File: config.mk
export PLATFORM = sky130hd
export DESIGN_NAME = t03_inst_encoder
export DESIGN_NICKNAME = d
export VERILOG_FILES = /design/src/rtl/t03_pkg.sv /design/src/rtl/t03_imm_pack.sv /design/src/rtl/t03_inst_encoder.sv
export SDC_FILE = /design/constraint.sdc
export NUM_CORES = 1
export LEC_CHECK = 0
export CAP_MARGIN = 20
export CORE_UTILIZATION = 40
export CTS_CLUSTER_SIZE = 25
export DETAILED_ROUTE_END_ITERATION = 8
export PLACE_DENSITY = 0.71
export SLEW_MARGIN = 20
export SYNTH_ARGS = -nofsm -noshare
export SYNTH_HDL_FRONTEND = slang
export SYNTH_SLANG_ARGS = --single-unit
File: constraint.sdc
create_clock -name clk -period 2.6 [get_ports clk]
set_input_delay 0.39 -clock clk [delete_from_list [all_inputs] [get_ports clk]]
set_output_delay 0.39 -clock clk [all_outputs]
set_load 0.05 [all_outputs]
File: src/rtl/t03_pkg.sv
// Shared types and constants for the RV32I instruction encoder.
package t03_pkg;

  // Instruction format select; codes 6 and 7 are illegal.
  typedef enum logic [2:0] {
    FMT_R = 3'd0,
    FMT_I = 3'd1,
    FMT_S = 3'd2,
    FMT_B = 3'd3,
    FMT_U = 3'd4,
    FMT_J = 3'd5
  } fmt_t;

  localparam logic [6:0] OP_IMM    = 7'b0010011;
  localparam logic [6:0] OP_LOAD   = 7'b0000011;
  localparam logic [6:0] OP_STORE  = 7'b0100011;
  localparam logic [6:0] OP_BRANCH = 7'b1100011;
  localparam logic [6:0] OP_JAL    = 7'b1101111;
  localparam logic [6:0] OP_JALR   = 7'b1100111;
  localparam logic [6:0] OP_LUI    = 7'b0110111;
  localparam logic [6:0] OP_AUIPC  = 7'b0010111;

  // True when imm[31:msb] are all equal, i.e. the value survives truncation
  // to msb+1 bits followed by sign extension.
  function automatic logic fits_signed(input logic [31:0] imm, input int unsigned msb);
    logic [31:0] mask;
    mask = 32'hFFFF_FFFF << msb;
    return ((imm & mask) == 32'd0) || ((imm & mask) == mask);
  endfunction

endpackage

File: src/rtl/t03_imm_pack.sv
// Combinational packer: scatters register, funct and immediate fields into
// an RV32I word and flags immediates that do not fit or are misaligned.
module t03_imm_pack
  import t03_pkg::*;
(
  input  logic [2:0]  fmt_i,
  input  logic [6:0]  opcode_i,
  input  logic [4:0]  rd_i,
  input  logic [4:0]  rs1_i,
  input  logic [4:0]  rs2_i,
  input  logic [2:0]  funct3_i,
  input  logic [6:0]  funct7_i,
  input  logic [31:0] imm_i,
  output logic [31:0] instr_o,
  output logic        err_o
);

  // Format-dependent packing; the word is built from truncated bits even
  // when the immediate is flagged, only illegal formats produce zero.
  always_comb begin
    instr_o = 32'd0;
    err_o   = 1'b0;
    case (fmt_t'(fmt_i))
      FMT_R: begin
        instr_o = {funct7_i, rs2_i, rs1_i, funct3_i, rd_i, opcode_i};
      end
      FMT_I: begin
        instr_o = {imm_i[11:0], rs1_i, funct3_i, rd_i, opcode_i};
        err_o   = !fits_signed(imm_i, 11);
      end
      FMT_S: begin
        instr_o = {imm_i[11:5], rs2_i, rs1_i, funct3_i, imm_i[4:0], opcode_i};
        err_o   = !fits_signed(imm_i, 11);
      end
      FMT_B: begin
        instr_o = {imm_i[12], imm_i[10:5], rs2_i, rs1_i, funct3_i,
                   imm_i[4:1], imm_i[11], opcode_i};
        err_o   = !fits_signed(imm_i, 12) || imm_i[0];
      end
      FMT_U: begin
        instr_o = {imm_i[31:12], rd_i, opcode_i};
        err_o   = (imm_i[11:0] != 12'd0);
      end
      FMT_J: begin
        instr_o = {imm_i[20], imm_i[10:1], imm_i[11], imm_i[19:12], rd_i, opcode_i};
        err_o   = !fits_signed(imm_i, 20) || imm_i[0];
      end
      default: begin
        instr_o = 32'd0;
        err_o   = 1'b1;
      end
    endcase
  end

endmodule

File: src/rtl/t03_inst_encoder.sv
// Instruction encoder top: single-entry output register with pass-through
// ready, sequential word address generation and a saturating error counter.
module t03_inst_encoder
  import t03_pkg::*;
#(
  parameter logic [31:0] RESET_ADDR = 32'h0000_0000
) (
  input  logic        clk,
  input  logic        nrst,
  input  logic        start,
  input  logic [31:0] base_addr,
  input  logic        in_valid,
  output logic        in_ready,
  input  logic [2:0]  fmt,
  input  logic [6:0]  opcode,
  input  logic [4:0]  rd,
  input  logic [4:0]  rs1,
  input  logic [4:0]  rs2,
  input  logic [2:0]  funct3,
  input  logic [6:0]  funct7,
  input  logic [31:0] imm,
  output logic        out_valid,
  input  logic        out_ready,
  output logic [31:0] out_instr,
  output logic [31:0] out_addr,
  output logic        out_err,
  output logic [7:0]  err_count
);

  logic [31:0] pack_instr;
  logic        pack_err;

  logic        out_valid_q;
  logic [31:0] out_instr_q;
  logic [31:0] out_addr_q;
  logic        out_err_q;
  logic [31:0] addr_q, addr_d;
  logic [7:0]  err_cnt_q, err_cnt_d;

  logic accept;
  logic out_hs;

  t03_imm_pack u_pack (
    .fmt_i    (fmt),
    .opcode_i (opcode),
    .rd_i     (rd),
    .rs1_i    (rs1),
    .rs2_i    (rs2),
    .funct3_i (funct3),
    .funct7_i (funct7),
    .imm_i    (imm),
    .instr_o  (pack_instr),
    .err_o    (pack_err)
  );

  assign in_ready = !out_valid_q || out_ready;
  assign accept   = in_valid && in_ready;
  assign out_hs   = out_valid_q && out_ready;

  // Next counter value; start beats the handshake increment. A word captured
  // in the same cycle as the previous word leaves takes the advanced address.
  always_comb begin
    addr_d = addr_q;
    if (start) begin
      addr_d = base_addr & 32'hFFFF_FFFC;
    end else if (out_hs) begin
      addr_d = addr_q + 32'd4;
    end
  end

  // Error counter next value: start clears (even against an errored
  // handshake), otherwise count errored handshakes up to 255.
  always_comb begin
    err_cnt_d = err_cnt_q;
    if (start) begin
      err_cnt_d = 8'd0;
    end else if (out_hs && out_err_q && (err_cnt_q != 8'hFF)) begin
      err_cnt_d = err_cnt_q + 8'd1;
    end
  end

  // Output register: capture on accept, drop valid when drained, hold on stall.
  always_ff @(posedge clk or negedge nrst) begin
    if (!nrst) begin
      out_valid_q <= 1'b0;
      out_instr_q <= 32'd0;
      out_addr_q  <= RESET_ADDR;
      out_err_q   <= 1'b0;
    end else if (accept) begin
      out_valid_q <= 1'b1;
      out_instr_q <= pack_instr;
      out_addr_q  <= addr_d;
      out_err_q   <= pack_err;
    end else if (out_hs) begin
      out_valid_q <= 1'b0;
    end
  end

  // Address and error counters.
  always_ff @(posedge clk or negedge nrst) begin
    if (!nrst) begin
      addr_q    <= RESET_ADDR;
      err_cnt_q <= 8'd0;
    end else begin
      addr_q    <= addr_d;
      err_cnt_q <= err_cnt_d;
    end
  end

  assign out_valid = out_valid_q;
  assign out_instr = out_instr_q;
  assign out_addr  = out_addr_q;
  assign out_err   = out_err_q;
  assign err_count = err_cnt_q;

endmodule

==> metrics.csv <==
stage;metric;value;unit
run_status;status;finished, final reports clean;
critical_path;Worst Setup SP;addr_q[2];
floorplan;Initial Util;0.417;
cts;H-tree depth;3;
grt;pin count of the biggest net entering global routing;56;
critical_path;crit end category;register;
critical_path;crit path to;out_addr[30];
critical_path;slowest CP cell;or4_1;
cts;Clock Path Buffers;2;
synthesis;post-synth top area cell;dfrtp_1;
timing;Slew Viols, Final;0;
finish;area of the multi-input gates;0.00279;mm²
critical_path;crit-path max cell delay;0.51;ns
finish;layout cells sized above 1;0.0914;
finish;Final nets;867;
power;leakage;3.32;nW
placed_design;Port Buffers;176;
finish;utilization after layout;0.592;
synthesis;syn_nets;696;
floorplan;Rows;42;
critical_path;crit-path most repeated cell;nand3_1;
synthesis;warnings from Yosys;0;
critical_path;R2R setup slack;0.44;ns
timing;Slew @ Worst Pin;0.950;ns
timing;clock skew;0.00418;ns
cts;Worst-path clk slew;0.07;ns
synthesis;Async SR Flop Fraction;1.00;
synthesis;cell area after synthesis;0.00563;mm²
grt;grt total ovfl;0;
timing;clock period minus worst slack;2.16;ns
timing;Hold WS;0.478;ns
finish;# fillers;1131;
floorplan;chip width;121;µm
synthesis;Post-synth EDFFs;0;
critical_path;critical path launch point type;register;
route;number of routed nets with antenna violations;0;
timing;Post-Route Setup TNS;0;ns
route;DR DRC count;0;
grt;Global Route Usage Sum;0.233;
cts;Inserted Clock Buffers;9;
placed_design;post-DP HPWL;11900;µm
synthesis;most frequent cells after synthesis;dfrtp_1 (106), nand2_1 (70), nor2_1 (65), clkbuf_1 (31), o21ai_0 (22);
worst_hold_path;Hold Path Class;reg2reg;
critical_path;FF-to-FF path depth;6;
grt;vias in the first global route;5436;
cts;CTS Sinks;106;
floorplan;die height;121;µm
synthesis;Yosys cell types;54;
synthesis;register bit count reported by yosys;106;
route;Post-Route WL;16400;µm
synthesis;Yosys top cell area share;0.471;
timing;Fmax;0.463;GHz
route;Pre-Repair DR Iteration Count;5;
critical_path;crit path DAT;2.44;ns
synthesis;ys flop type;dfrtp_1;
critical_path;crit-path cells;ha_1 > nand3_1 > nor3_4 > nand4_2 > or4_1 > nand3_1;
placed_design;Setup WS pre-CTS;0.214;ns
cts;clk root buf;clkbuf_16;
floorplan;Core Region;0.0135;mm²
cts;CTS tree;yes;
finish;Post-Layout Cell Count;942;
finish;Area Growth Syn to Fin;41.9;%
synthesis;top-count cell post-synth;dfrtp_1;
placed_design;Placed Instances;925;
timing;RSZ-0062 raised after global routing;false;
floorplan;full die area;0.0146;mm²
timing;max_slew headroom;0.364;
route;routed vias/inst;5.63;
route;Initial DRC Count;335;
synthesis;Cells after Synth;590;
power;peak supply drop;0.343;mV
route;DR WL/cell;17.4;µm
flow_run;max-cap violations;0;
cts;Clock Latency Late Sink;0.35;ns
synthesis;syn_area_per_cell;9.54;µm²
finish;Ant. Diodes;0;
timing;PnR worst setup slack;0.439;ns
route;vias;5301;
critical_path;crit-path max FO;9;
power;Cell Pwr Density;639;mW/mm²
grt;global-route wire length before repair;26800;µm
grt;antenna violations before repair;0;
critical_path;Setup CP Type;reg2reg;
synthesis;sequential share of the synthesized area;0.471;
timing;Fin. Hold Viols;0;
timing;Final period util;0.831;
synthesis;ranking of synthesized cells by area;dfrtp_1 (47%), nand2_1 (4.7%), nor2_1 (4.3%);
timing;Setup-failing EPs final;0;
finish;FF/Latch Area;0.00265;mm²
floorplan;IO Pins;179;
critical_path;FF-to-FF Start;addr_q[2];
critical_path;Worst Path Required;2.88;ns
critical_path;worst flop-to-flop path endpoint;out_addr[30];
placed_design;RePlAce Congestion;0.927;
-- layer usage --
metal	track usage	part of all wire	vias up
met1	0.281	0.41	2551
met5	0	0	-
met3	0.0623	0.081	30
met2	0.389	0.48	222
met4	0.101	0.027	0
li1	-	-	2498
-- cells by family after synthesis --
kind of cell,after synthesis,share of synthesized area
mux,38,0.0724
buf+inv,47,0.0347
fa+ha+maj,2,0.00444
compound gates,105,0.131
flops,106,0.471
xor+xnor,25,0.0389
simple gates,267,0.247
-- how the worst min path moves through the flow --
stage                       start       endpoint  slack (ns)  cells after the start
floorplan                    nrst      addr_q[0]        0.09                      0
global placement             nrst  out_instr[16]        0.34                      1
detailed placement           nrst  out_instr[16]        0.35                      1
CTS                  out_addr[18]   out_addr[18]        0.49                      2
global route          out_addr[7]    out_addr[7]        0.52                      2
finish              out_instr[31]  out_instr[31]        0.48                      2
-- worst max-delay path: cells and delay by family (launching register included) --
family | cells | cell delay (ns)
and+or+nand+nor | 5 | 1.46
DFF | 1 | 0.40
adders and majority gates | 1 | 0.22
-- sequential cells by signal (all words and copies together), names as in the netlist --
name / flops
addr_q: 32
out_addr: 32
out_instr: 32
err_count: 8
out_err: 1
out_valid: 1
-- metrics by stage --
step | power, mW | area, µm²
2_1_floorplan | 2.98 | 5630
3_3_place_gp | 3.65 | 7660
3_5_place_dp | 3.67 | 7660
4_1_cts | 5.15 | 7990
5_1_grt | 5.34 | 7990
6_report | 5.11 | 7990
-- placed cells by master, fill, tap and decap left out, drive strengths merged, types with 13 or more instances in the layout --
cell type	Yosys	final
clkdlybuf4s50	0	173
dfrtp	106	106
nand2	70	70
nor2	66	66
o21ai	29	29
buf	8	25
mux2	22	22
nand4	22	22
nand3	21	21
a221oi	18	18
nor2b	17	17
xnor2	17	17
nor3	17	17
mux2i	16	16
a21oi	15	15
nor4	14	14
clkbuf	31	13
-- final cells by class --
class,count,area share
Inverter,8,0.00376
Sequential cell,106,0.332
Tap cell,176,0.0276
Clock inverter,3,0.00564
Clock buffer,13,0.0351
Multi-Input combinational cell,437,0.349
Timing Repair Buffer,199,0.247
-- power breakdown --
part	internal, mW	leakage [nW]	switching (mW)
sequential	1.85	1.30	0.153
combinational	0.634	1.86	1.01
clock	0.853	0.154	0.613
total	3.34	3.32	1.77
-- what timing repair did --
item,in CTS,in global routing
hold buffers,1,0
hold endpoints to repair,24,0
setup buffers,0,0
resized for setup,0,0
Power figures use the tool's default switching activity.
